<file path="src/rtl/eeprom_param_sequencer_pkg.sv">
// Shared definitions for the I2C EEPROM controller interface and the parameter sequencer.
package eeprom_i2c_pkg;

  // Controller ctrl word bit positions
  localparam int CTRL_EN_BIT   = 0;
  localparam int CTRL_OP_LSB   = 1;
  localparam int CTRL_RATE_LSB = 4;
  localparam int CTRL_CLR_BIT  = 7;

  // Controller status word field positions
  localparam int STAT_FINISH_BIT = 1;
  localparam int STAT_STATE_LSB  = 2;
  localparam int STAT_STATE_W    = 8;
  localparam logic [STAT_STATE_W-1:0] STATUS_IDLE = '0;

  // I2C bit-rate codes for ctrl[6:4]
  localparam logic [2:0] RATE_390K  = 3'd7;
  localparam logic [2:0] RATE_781K  = 3'd6;
  localparam logic [2:0] RATE_1562K = 3'd5;
  localparam logic [2:0] RATE_3125K = 3'd4;

  // Width of the finish-clear pulse; long enough for the slower I2C clock domain to see an edge
  localparam int CLR_PULSE_CYCLES = 4;

  typedef enum logic [2:0] {
    CPU_WREG = 3'd0,
    CPU_RREG = 3'd1
  } op_e;

  typedef enum logic [2:0] {
    S_IDLE      = 3'd0,
    S_ISSUE     = 3'd1,
    S_WAIT_BUSY = 3'd2,
    S_WAIT_DONE = 3'd3,
    S_CLEAR     = 3'd4,
    S_TWR       = 3'd5
  } seq_state_e;

  // EEPROM byte address of a 32-bit word; wraps within the 16-bit address space
  function automatic logic [15:0] word_addr(input logic [15:0] base, input logic [31:0] idx);
    return 16'(base + 16'(idx << 2));
  endfunction

endpackage

</file>
<file path="src/rtl/eeprom_param_sequencer_if.sv">
// Sequencer <-> I2C EEPROM controller command/status bus.
interface eeprom_param_sequencer_if;
  logic [31:0] o_ctrl;
  logic [6:0]  o_dev_addr;
  logic [15:0] o_reg_addr;
  logic [31:0] o_w_data;
  logic [31:0] i_status;
  logic [7:0]  i_rd_data;
  logic [7:0]  i_rd_data_2;
  logic [7:0]  i_rd_data_3;
  logic [7:0]  i_rd_data_4;

  modport master (
    output o_ctrl, o_dev_addr, o_reg_addr, o_w_data,
    input  i_status, i_rd_data, i_rd_data_2, i_rd_data_3, i_rd_data_4
  );

  modport slave (
    input  o_ctrl, o_dev_addr, o_reg_addr, o_w_data,
    output i_status, i_rd_data, i_rd_data_2, i_rd_data_3, i_rd_data_4
  );
endinterface

</file>
<file path="src/rtl/eeprom_param_sequencer_status_sync.sv">
// Re-times a status field from the controller's I2C clock domain: 2-FF synchronizer,
// then the output only follows once two consecutive synchronized samples agree.
module status_sync #(
  parameter int unsigned WIDTH = 1
) (
  input  logic             i_clk,
  input  logic             i_rst_n,
  input  logic [WIDTH-1:0] d_i,
  output logic [WIDTH-1:0] q_o
);

  logic [WIDTH-1:0] meta_q, sync_q, prev_q, stable_q;

  // Synchronizer chain plus stability filter
  always_ff @(posedge i_clk or negedge i_rst_n) begin
    if (!i_rst_n) begin
      meta_q   <= '0;
      sync_q   <= '0;
      prev_q   <= '0;
      stable_q <= '0;
    end else begin
      meta_q <= d_i;
      sync_q <= meta_q;
      prev_q <= sync_q;
      if (sync_q == prev_q) stable_q <= sync_q;
    end
  end

  assign q_o = stable_q;

endmodule

</file>
<file path="src/rtl/eeprom_param_sequencer.sv">
// Loads a block of 32-bit parameter words from an I2C EEPROM and writes single words back.
//
//  state        | meaning
//  S_IDLE       | waiting for load pulse or write request
//  S_ISSUE      | enable raised with address/op/data presented
//  S_WAIT_BUSY  | enable held until the controller leaves IDLE
//  S_WAIT_DONE  | read: wait finish; write: wait controller back in IDLE
//  S_CLEAR      | finish-clear pulse, wait finish low, next word or done
//  S_TWR        | EEPROM write cycle time / post-abort settle
module eeprom_param_sequencer
  import eeprom_i2c_pkg::*;
#(
  parameter int unsigned NUM_WORDS      = 16,
  parameter int unsigned IDX_W          = 4,
  parameter logic [6:0]  DEV_ADDR       = 7'h50,
  parameter logic [15:0] BASE_ADDR      = 16'h0000,
  parameter logic [2:0]  CLK_RATE       = 3'd7,
  parameter int unsigned TWR_CYCLES     = 500000,
  parameter int unsigned TIMEOUT_CYCLES = 2000000
) (
  input  logic             i_clk,
  input  logic             i_rst_n,
  input  logic             i_load_start,
  input  logic             i_wr_req,
  input  logic [IDX_W-1:0] i_wr_idx,
  input  logic [31:0]      i_wr_data,
  output logic             o_wr_ack,
  output logic             o_param_we,
  output logic [IDX_W-1:0] o_param_idx,
  output logic [31:0]      o_param_data,
  output logic             o_load_done,
  output logic             o_busy,
  output logic             o_err,
  eeprom_param_sequencer_if.master bus
);

  localparam int unsigned TMR_MAX = (TWR_CYCLES > TIMEOUT_CYCLES) ? TWR_CYCLES : TIMEOUT_CYCLES;
  localparam int unsigned CNT_W   = $clog2(TMR_MAX + 1);

  seq_state_e       state_q, state_d;
  op_e              op_q, op_d;
  logic [IDX_W-1:0] idx_q, idx_d, pidx_q, pidx_d;
  logic [15:0]      addr_q, addr_d;
  logic [31:0]      wdata_q, wdata_d, pdata_q, pdata_d;
  logic [CNT_W-1:0] tmr_q, tmr_d;
  logic [2:0]       clr_q, clr_d;
  logic             err_q, err_d, done_q, done_d, pwe_q, pwe_d;

  logic                    fin_s;
  logic [STAT_STATE_W-1:0] cst_s;
  logic                    wr_idx_ok;
  logic                    unused_status;

  status_sync #(.WIDTH(1)) u_sync_fin (
    .i_clk  (i_clk),
    .i_rst_n(i_rst_n),
    .d_i    (bus.i_status[STAT_FINISH_BIT]),
    .q_o    (fin_s)
  );

  status_sync #(.WIDTH(STAT_STATE_W)) u_sync_state (
    .i_clk  (i_clk),
    .i_rst_n(i_rst_n),
    .d_i    (bus.i_status[STAT_STATE_LSB +: STAT_STATE_W]),
    .q_o    (cst_s)
  );

  assign unused_status = ^{bus.i_status[31:STAT_STATE_LSB+STAT_STATE_W], bus.i_status[0]};
  assign wr_idx_ok     = (32'(i_wr_idx) < NUM_WORDS);

  // State and datapath registers
  always_ff @(posedge i_clk or negedge i_rst_n) begin
    if (!i_rst_n) begin
      state_q <= S_IDLE;
      op_q    <= CPU_WREG;
      idx_q   <= '0;
      pidx_q  <= '0;
      addr_q  <= '0;
      wdata_q <= '0;
      pdata_q <= '0;
      tmr_q   <= '0;
      clr_q   <= '0;
      err_q   <= 1'b0;
      done_q  <= 1'b0;
      pwe_q   <= 1'b0;
    end else begin
      state_q <= state_d;
      op_q    <= op_d;
      idx_q   <= idx_d;
      pidx_q  <= pidx_d;
      addr_q  <= addr_d;
      wdata_q <= wdata_d;
      pdata_q <= pdata_d;
      tmr_q   <= tmr_d;
      clr_q   <= clr_d;
      err_q   <= err_d;
      done_q  <= done_d;
      pwe_q   <= pwe_d;
    end
  end

  // Next-state and datapath update
  always_comb begin
    state_d = state_q;
    op_d    = op_q;
    idx_d   = idx_q;
    pidx_d  = pidx_q;
    addr_d  = addr_q;
    wdata_d = wdata_q;
    pdata_d = pdata_q;
    tmr_d   = tmr_q;
    clr_d   = (clr_q != '0) ? clr_q - 3'd1 : clr_q;
    err_d   = err_q;
    done_d  = done_q;
    pwe_d   = 1'b0;

    // A timeout aborts into S_TWR so the bus settles before anything new is issued
    if ((state_q == S_WAIT_BUSY || state_q == S_WAIT_DONE || state_q == S_CLEAR) && tmr_q == '0) begin
      err_d   = 1'b1;
      clr_d   = 3'(CLR_PULSE_CYCLES);
      tmr_d   = CNT_W'(TWR_CYCLES);
      state_d = S_TWR;
    end else begin
      if (state_q == S_WAIT_BUSY || state_q == S_WAIT_DONE || state_q == S_CLEAR)
        tmr_d = tmr_q - CNT_W'(1);

      unique case (state_q)
        S_IDLE: begin
          if (i_load_start) begin
            done_d  = 1'b0;
            err_d   = 1'b0;
            idx_d   = '0;
            op_d    = CPU_RREG;
            addr_d  = word_addr(BASE_ADDR, 32'd0);
            state_d = S_ISSUE;
          end else if (i_wr_req) begin
            if (wr_idx_ok) begin
              err_d   = 1'b0;
              idx_d   = i_wr_idx;
              wdata_d = i_wr_data;
              op_d    = CPU_WREG;
              addr_d  = word_addr(BASE_ADDR, 32'(i_wr_idx));
              state_d = S_ISSUE;
            end else begin
              err_d = 1'b1;
            end
          end
        end
        S_ISSUE: begin
          tmr_d   = CNT_W'(TIMEOUT_CYCLES);
          state_d = S_WAIT_BUSY;
        end
        S_WAIT_BUSY: begin
          if (cst_s != STATUS_IDLE) state_d = S_WAIT_DONE;
        end
        S_WAIT_DONE: begin
          if (op_q == CPU_RREG) begin
            if (fin_s) begin
              pwe_d   = 1'b1;
              pidx_d  = idx_q;
              pdata_d = {bus.i_rd_data, bus.i_rd_data_2, bus.i_rd_data_3, bus.i_rd_data_4};
              clr_d   = 3'(CLR_PULSE_CYCLES);
              state_d = S_CLEAR;
            end
          end else if (cst_s == STATUS_IDLE) begin
            tmr_d   = CNT_W'(TWR_CYCLES);
            state_d = S_TWR;
          end
        end
        S_CLEAR: begin
          if (clr_q == '0 && !fin_s) begin
            if (32'(idx_q) < NUM_WORDS - 1) begin
              idx_d   = idx_q + IDX_W'(1);
              addr_d  = word_addr(BASE_ADDR, 32'(idx_q) + 32'd1);
              state_d = S_ISSUE;
            end else begin
              done_d  = 1'b1;
              state_d = S_IDLE;
            end
          end
        end
        S_TWR: begin
          if (tmr_q == '0) state_d = S_IDLE;
          else             tmr_d   = tmr_q - CNT_W'(1);
        end
        default: state_d = S_IDLE;
      endcase
    end
  end

  // Outputs; enable is level-sensitive in the controller so it only stays up until busy is seen
  always_comb begin
    bus.o_ctrl                          = '0;
    bus.o_ctrl[CTRL_EN_BIT]             = (state_q == S_ISSUE) || (state_q == S_WAIT_BUSY);
    bus.o_ctrl[CTRL_OP_LSB +: 3]        = op_q;
    bus.o_ctrl[CTRL_RATE_LSB +: 3]      = CLK_RATE;
    bus.o_ctrl[CTRL_CLR_BIT]            = (clr_q != '0);
    bus.o_dev_addr = DEV_ADDR;
    bus.o_reg_addr = addr_q;
    bus.o_w_data   = wdata_q;
    o_wr_ack       = (state_q == S_IDLE) && i_wr_req && !i_load_start;
    o_busy         = (state_q != S_IDLE);
    o_param_we     = pwe_q;
    o_param_idx    = pidx_q;
    o_param_data   = pdata_q;
    o_load_done    = done_q;
    o_err          = err_q;
  end

endmodule

</file>
<file path="src/flat_wrapper.sv">
// flat-port wrapper written by rule: the top's interface ports become plain ports
module eeprom_param_sequencer_flat import eeprom_i2c_pkg::*;
#(
  parameter int unsigned NUM_WORDS      = 16,
  parameter int unsigned IDX_W          = 4,
  parameter logic [6:0]  DEV_ADDR       = 7'h50,
  parameter logic [15:0] BASE_ADDR      = 16'h0000,
  parameter logic [2:0]  CLK_RATE       = 3'd7,
  parameter int unsigned TWR_CYCLES     = 500000,
  parameter int unsigned TIMEOUT_CYCLES = 2000000
)
  (i_clk, i_rst_n, i_load_start, i_wr_req, i_wr_idx, i_wr_data, o_wr_ack, o_param_we, o_param_idx, o_param_data, o_load_done, o_busy, o_err, bus_o_ctrl, bus_o_dev_addr, bus_o_reg_addr, bus_o_w_data, bus_i_status, bus_i_rd_data, bus_i_rd_data_2, bus_i_rd_data_3, bus_i_rd_data_4);
  eeprom_param_sequencer_if bus_i ();
  input  logic i_clk;
  input  logic i_rst_n;
  input  logic i_load_start;
  input  logic i_wr_req;
  input  logic [IDX_W-1:0] i_wr_idx;
  input  logic [31:0] i_wr_data;
  output logic o_wr_ack;
  output logic o_param_we;
  output logic [IDX_W-1:0] o_param_idx;
  output logic [31:0] o_param_data;
  output logic o_load_done;
  output logic o_busy;
  output logic o_err;
  output wire logic [$bits(bus_i.o_ctrl)-1:0] bus_o_ctrl;
  output wire logic [$bits(bus_i.o_dev_addr)-1:0] bus_o_dev_addr;
  output wire logic [$bits(bus_i.o_reg_addr)-1:0] bus_o_reg_addr;
  output wire logic [$bits(bus_i.o_w_data)-1:0] bus_o_w_data;
  input wire logic [$bits(bus_i.i_status)-1:0] bus_i_status;
  input wire logic [$bits(bus_i.i_rd_data)-1:0] bus_i_rd_data;
  input wire logic [$bits(bus_i.i_rd_data_2)-1:0] bus_i_rd_data_2;
  input wire logic [$bits(bus_i.i_rd_data_3)-1:0] bus_i_rd_data_3;
  input wire logic [$bits(bus_i.i_rd_data_4)-1:0] bus_i_rd_data_4;
  assign bus_o_ctrl = bus_i.o_ctrl;
  assign bus_o_dev_addr = bus_i.o_dev_addr;
  assign bus_o_reg_addr = bus_i.o_reg_addr;
  assign bus_o_w_data = bus_i.o_w_data;
  assign bus_i.i_status = bus_i_status;
  assign bus_i.i_rd_data = bus_i_rd_data;
  assign bus_i.i_rd_data_2 = bus_i_rd_data_2;
  assign bus_i.i_rd_data_3 = bus_i_rd_data_3;
  assign bus_i.i_rd_data_4 = bus_i_rd_data_4;
  eeprom_param_sequencer #(.NUM_WORDS(NUM_WORDS), .IDX_W(IDX_W), .DEV_ADDR(DEV_ADDR), .BASE_ADDR(BASE_ADDR), .CLK_RATE(CLK_RATE), .TWR_CYCLES(TWR_CYCLES), .TIMEOUT_CYCLES(TIMEOUT_CYCLES)) u_core (.i_clk(i_clk), .i_rst_n(i_rst_n), .i_load_start(i_load_start), .i_wr_req(i_wr_req), .i_wr_idx(i_wr_idx), .i_wr_data(i_wr_data), .o_wr_ack(o_wr_ack), .o_param_we(o_param_we), .o_param_idx(o_param_idx), .o_param_data(o_param_data), .o_load_done(o_load_done), .o_busy(o_busy), .o_err(o_err), .bus(bus_i));
endmodule
</file>
<file path="config.mk">
export PLATFORM = sky130hd
export DESIGN_NAME = eeprom_param_sequencer_flat
export DESIGN_NICKNAME = d
export VERILOG_FILES = /design/src/rtl/eeprom_param_sequencer_pkg.sv /design/src/rtl/eeprom_param_sequencer_if.sv /design/src/rtl/eeprom_param_sequencer_status_sync.sv /design/src/rtl/eeprom_param_sequencer.sv /design/src/flat_wrapper.sv
export SDC_FILE = /design/constraint.sdc
export NUM_CORES = 1
export LEC_CHECK = 0
export BUFFER_PORTS_ARGS = -buffer_cell sky130_fd_sc_hd__buf_2
export CAP_MARGIN = 30
export CORE_MARGIN = 10
export CORE_UTILIZATION = 30
export DETAILED_ROUTE_END_ITERATION = 8
export PLACE_DENSITY = 0.59
export REMOVE_ABC_BUFFERS = 1
export SLEW_MARGIN = 20
export SYNTH_ARGS = -nofsm -noshare
export SYNTH_HDL_FRONTEND = slang
export SYNTH_SLANG_ARGS = --single-unit
</file>
<file path="constraint.sdc">
create_clock -name i_clk -period 3.3 [get_ports i_clk]
set_input_delay 0.495 -clock i_clk [delete_from_list [all_inputs] [get_ports i_clk]]
set_output_delay 0.495 -clock i_clk [all_outputs]
set_load 0.03 [all_outputs]
</file>
==> impl_results.md, run 1 <==
- Routed vias/inst: 4.72
- Crit path max-delay cell type: or4b_4
- Gate power share: 0.435
- Setup-failing EPs final: 0
- Syn Area/Cell: 11.6 um^2
- Core Area: 21,800 um^2
- Register bit total from synthesis: 140
- FILL cells: 2,188
- Normalized max-slew margin: 0.444
- Synth Instances: 569
- Fmax: 355 MHz
- Worst path cell trace: inv_1 > ha_1 > or4b_4 > nor4b_4 > nand2_1 > nand2_2 > buf_12 > mux2_2
- Unrepaired setup endpoints after global routing: false
- Switching power: 3610 uW
- WL/cell: 16.7 um
- Die height: 168 um
- Post-Syn Area: 6600 um^2
- Drt pass-1 iters: 5
- Die Width: 168 um
- Total power: 8670 uW
- Pwr dens: 1050 nW/um^2
- Most numerous cell in the Yosys netlist: dfrtp_1
- Share of post-route cells with drive strength above 1: 0.405
- Worst Path Max Fanout: 37
- Seq pwr share: 0.323
- Number of global-route vias before repair: 5,318
- TritonCTS Buffers: 17
- I/O Buffers: 161
- Peak supply drop: 0.520 mV
- Post-synth top area cell: dfrtp_1
- Least-Margin Pin Slew: 834 ps
- Mux contribution to synthesized area: 0.133
- Total wire length: 17,300 um
- Starting density of the core: 0.303
- Clock share of power: 0.242
- TritonCTS clock tree: done
- Cts hold-fix bufs: 0
- Crit path kind: reg -> reg
- Post-Synth Simple-Gate Area: 0.108
- Antenna violations before repair: 1
- Post-synthesis sequential area ratio: 0.531
- Setup crit start kind: register
- Largest family of logic cells by synthesized area: multiplexers
- Sw frac: 0.416
- Req. time, crit path: 3600 ps
- Top FF cell, synth: dfrtp_1
- Worst Skew: 7.83 ps
- CTS max path bufs: 2
- Post-CTS resize count: 0
- Share of the synthesized area in the top cell type: 0.531
- Die area: 28,300 um^2
- Synth Area in Adders: 0.00910
- Area growth from synthesis to final layout: 25.6%
- Compound-Gate Fraction of Synth Area: 0.117
- I/O Pins: 232
- Max Slew Vio Count: 0
- Period minus WS final: 2810 ps
- Critical Path Max Stage Delay: 540 ps
- H-tree depth: 4
- HPWL Detailed: 13,300 um
- Period utilisation layout: 0.853
- Nets: 850
- YS warnings: 0
- Vias: 4,890
- First-pass GRT wire length: 28,300 um
- Leak pwr: 0.00387 uW
- Post-synth top cells: 140 x dfrtp_1, 75 x mux2_2, 51 x buf_4, 39 x nor2_1, 32 x a21oi_1
- EDFF count, synth: 0
- Routed Antenna Nets: 0
- Overall Global Routing Usage: 0.123
- Worst-skew pair later-pin latency: 420 ps
- Status: finished, final reports clean
- RePlAce Congestion: 0.889
- CP endpoint kind: register
- Max Cap Violations: 0
- CP arrival: 3110 ps
- # DRC: 0
- Synth Area in XOR/XNOR: 0.0239
- Clk slew on worst S/H paths: 60 ps
- Post-synth ARST share: 1.00
- Largest net degree at the start of global routing: 74
- Internal power: 5060 uW
- Gr ovfl total: 0
- Num rows: 54
- Post-CTS Setup Bufs: 0
- Clock Tree Root: clkbuf_16
- Ranking of synthesized cells by area: dfrtp_1 53%, mux2_2 13%, buf_4 5.8%, a21oi_1 2.4%, nor2_1 2.2%
- Sink Count: 140
- Finished Core Util: 0.381
- Final hold violation count: 0
- Worst Hold Class: in -> async
- Yosys cell types: 74
- Initial DRC Count: 265
[critical path, delay by kind of cell, from the launching register on]
family	cells	cell delay, ps
simple gates	4	1400
buf+inv	2	290
flops	1	400
fa+ha+maj	1	210
mux	1	360
[final timing paths]
check,start,endpoint,slack (ps),cells after the start
worst max register to register,u_core.tmr_q[0],u_core.o_param_data[30],490,8
max in group asynchronous,i_rst_n,u_core.o_param_data[29],2390,2
worst min register to register,u_core.u_sync_state.meta_q[3],u_core.u_sync_state.sync_q[3],350,0
worst max-delay path,u_core.tmr_q[0],u_core.o_param_data[30],490,8
min in group i_clk,bus_i_status[4],u_core.u_sync_state.meta_q[2],180,1
worst min-delay path,i_rst_n,u_core.tmr_q[11],70,1
[logic make-up after synthesis]
logic type,Yosys count
DFF,140
and+or+nand+nor,133
AOI/OAI and AO/OA,111
buffers and inverters,82
muxes,78
xor gates and xnor gates,18
adders and majority gates,5
other,2
[metrics by stage]
step                      instance area, um^2  hold slack (ps)  TNS (ps)  instances  worst slack (ps)
after floorplan                          6300              199     -1330        542             -41.4
after global placement                   7620              334         0       1003               537
after global routing                     8280              110         0       1036               327
after CTS                                8280             97.5         0       1035               472
after detailed placement                 7620              336         0       1003               487
final                                    8280             68.2         0       1036               486
[power by group through the flow]
stage                     Sequential (uW)  Clock [uW]  Combinational (uW)
after detailed placement             2820           0                3800
final                                2800        2100                3770
after floorplan                      3670           0                1660
after CTS                            2800        2150                3810
after global placement               2800           0                3770
after global routing                 2890        2220                4100
[sequential cells by signal, indices dropped and copies added, names as in the netlist, 2 cells and up]
| name | flops |
|---|---|
| u_core.bus.o_w_data | 32 |
| u_core.o_param_data | 32 |
| u_core.tmr_q | 21 |
| u_core.u_sync_state.meta_q | 8 |
| u_core.u_sync_state.prev_q | 8 |
| u_core.u_sync_state.q_o | 8 |
| u_core.u_sync_state.sync_q | 8 |
| u_core.o_param_idx | 4 |
| u_core.clr_q | 3 |
| u_core.idx_q | 3 |
| u_core.state_q | 3 |
| u_core.bus.o_reg_addr | 2 |
[layout by cell type (no fill, tap or decap), types with 3 or more instances in the layout]
cell         n
dfrtp_1    140
a211o_1      3
nand4_1      3
buf_4       19
nor3_1      13
ha_1         4
or3_1        4
a31oi_1      6
and3_1       3
a311oi_1     4
inv_1        9
nand2_1     28
xor2_1       3
o21ai_0     22
nand3_1     10
clkinv_4     3
mux2_2      75
clkbuf_16   17
nor4_1       9
o31ai_1      5
conb_1      47
buf_2      160
a21oi_1     32
bufinv_16    5
nor2_1      38
xnor2_1     15
[per-layer routing]
layer | global-route usage | routed length, um | vias up
met3 | 0.0652 | 1850 | 15
met5 | 0 | 0 | -
li1 | - | - | 2320
met1 | 0.138 | 6940 | 2368
met2 | 0.196 | 8260 | 187
met4 | 0.0416 | 239 | 0
[cell type report]
cell class              count  area [um^2]  share of cell area
flip-flops and latches    140         3500               0.423
multi-input cells         392         2760               0.333
repair buffers            181          975               0.118
clock buffers              19          443              0.0535
well taps                 280          350              0.0423
clock inverters            13          214              0.0258
inverters                  10         37.5             0.00453
diodes                      1         2.50            0.000302
Power figures use the tool's default switching activity.
==> inputs of run 2 (changes only) <==
CTS_BUF_LIST = sky130_fd_sc_hd__clkbuf_16   (was unset)
==> run 2 against run 1 <==
Global-route usage about the same; sequential share of layout area grew 0.051 points; sequential power barely moved; register-to-register slack hardly changed; first-iteration DRC count grew 2.6%; clock skew grew 7.5 ps; critical path depth stayed put; critical path type unchanged; largest cell class unchanged; largest power group unchanged.
==> impl_results.md, run 2 (same netlist as run 1, synthesis figures left out) <==
- Status: finished, final reports clean
- I/O Buffers: 161 (unchanged)
- Area growth from synthesis to final layout: 25.4%
- Die Width: 168 um (unchanged)
- Largest net degree at the start of global routing: 74 (unchanged)
- Total wire length: 17,400 um (+0.47%)
- Worst-skew pair later-pin latency: 420 ps (about the same)
- Setup-failing EPs final: 0 (unchanged)
- Peak supply drop: 0.494 mV (-5.0%)
- Crit path max-delay cell type: or4b_4
- Least-Margin Pin Slew: 850 ps (+15.6 ps)
- Final hold violation count: 0 (unchanged)
- Unrepaired setup endpoints after global routing: false
- H-tree depth: 4 (unchanged)
- CP arrival: 3110 ps (about the same)
- Fmax: 355 MHz (-0.14%)
- Cts hold-fix bufs: 0 (unchanged)
- Most common cell after layout, fill and taps aside: buf_2
- TNS Setup: 0 ps (unchanged)
- Flop2flop setup slack: 480 ps (about the same)
- Pwr dens: 1040 nW/um^2 (-0.17%)
- Worst Skew: 15.4 ps (+7.53 ps)
- Routed Antenna Nets: 0 (unchanged)
- Post-CTS Setup Bufs: 0 (unchanged)
- Share of post-route cells with drive strength above 1: 0.404 (-0.00132)
- Starting density of the core: 0.303 (unchanged)
- Final instance area: 8270 um^2 (-0.12%)
- TritonCTS clock tree: done
- Gr ovfl total: 0 (unchanged)
- Nets: 850 (unchanged)
- Max Cap Violations: 0 (unchanged)
- Critical Path Max Stage Delay: 540 ps (about the same)
- Worst Path Max Fanout: 37 (unchanged)
- CTS max path bufs: 2 (unchanged)
- Max Slew Vio Count: 0 (unchanged)
- Final WS setup: 482 ps (-3.83 ps)
- First-pass GRT wire length: 28,300 um (-0.14%)
- Post-place instance area: 7620 um^2 (unchanged)
- Sink Count: 140 (unchanged)
- Setup crit start kind: register
- Leak pwr: 0.00387 uW (about the same)
- Clk slew on worst S/H paths: 60 ps (about the same)
- Dpl ws: 487 ps (unchanged)
- Worst path cell trace: inv_1 > ha_1 > or4b_4 > nor4b_4 > nand2_1 > nand2_2 > buf_12 > mux2_2
- HPWL Detailed: 13,300 um (unchanged)
- Clock Tree Root: clkbuf_16
- Die area: 28,300 um^2 (unchanged)
- Normalized max-slew margin: 0.433 (-0.0104)
- RePlAce Congestion: 0.889 (unchanged)
- Routed vias/inst: 4.70 (-0.49%)
- Core Area: 21,800 um^2 (unchanged)
- Antenna violations before repair: 1 (unchanged)
- Finished Core Util: 0.380 (-0.000460)
- Number of global-route vias before repair: 5,317 (-0.019%)
- Worst Hold Class: in -> async
- # DRC: 0 (unchanged)
- I/O Pins: 232 (unchanged)
- Post-CTS resize count: 0 (unchanged)
- Period minus WS final: 2820 ps (+3.83 ps)
- Overall Global Routing Usage: 0.123 (-0.000295)
- Req. time, crit path: 3590 ps (about the same)
- Vias: 4,866 (-0.49%)
- Crit path kind: reg -> reg
- Num rows: 54 (unchanged)
- Initial DRC Count: 272 (+2.6%)
- WL/cell: 16.8 um (+0.47%)
- Drt pass-1 iters: 4 (-1)
- Period utilisation layout: 0.854 (+0.00116)
- Most frequent cells in the layout: 160 x buf_2, 140 x dfrtp_1, 75 x mux2_2
- CP endpoint kind: register
- TritonCTS Buffers: 17 (unchanged)
- Die height: 168 um (unchanged)
run 2: final cells by class:
class / instances / area [um^2]
timing repair buffer: 181 / 975
inverter: 10 / 37.5
clock buffer: 17 / 425
antenna: 1 / 2.50
clock inverter: 15 / 221
fill: 2188 / 13500
multi-input combinational: 392 / 2760
sequential: 140 / 3500
tap: 280 / 350
run 2: worst paths after layout:
kind                       cells after the start                           from                            end
max                                            8                u_core.tmr_q[0]        u_core.o_param_data[30]
min                                            1                        i_rst_n               u_core.tmr_q[11]
max reg2reg                                    8                u_core.tmr_q[0]        u_core.o_param_data[30]
min reg2reg                                    0  u_core.u_sync_state.meta_q[3]  u_core.u_sync_state.sync_q[3]
max in group asynchronous                      2                        i_rst_n        u_core.o_param_data[29]
min in group i_clk                             1                bus_i_status[4]  u_core.u_sync_state.meta_q[2]
run 2: power by group:
part           switching, uW  total, uW  internal, uW
Combinational           2410       3770          1370
Clock                    728       2070          1340
Sequential               475       2800          2320
run 2: layer usage:
metal | share of wire | up-vias | track usage
li1 | - | 2315 | -
met2 | 0.48 | 188 | 0.196
met4 | 0.011 | 0 | 0.0428
met5 | 0 | - | 0
met3 | 0.11 | 15 | 0.0636
met1 | 0.40 | 2348 | 0.138
run 2: worst max-delay path, delay by kind of cell, from the launching register on:
| family | cells | cell delay [ps] |
|---|---|---|
| and+or+nand+nor | 4 | 1390 |
| adders and majority gates | 1 | 210 |
| DFF | 1 | 400 |
| muxes | 1 | 360 |
| buffers and inverters | 2 | 290 |
run 2: stage by stage:
| stage | instances | hold WS (ps) | power (uW) |
|---|---|---|---|
| 2_1_floorplan | 542 | 199 | 5330 |
| 4_1_cts | 1035 | 98.1 | 8730 |
| 3_5_place_dp | 1003 | 336 | 6620 |
| 5_1_grt | 1036 | 112 | 9180 |
| 6_report | 1036 | 61.8 | 8640 |
| 3_3_place_gp | 1003 | 334 | 6570 |
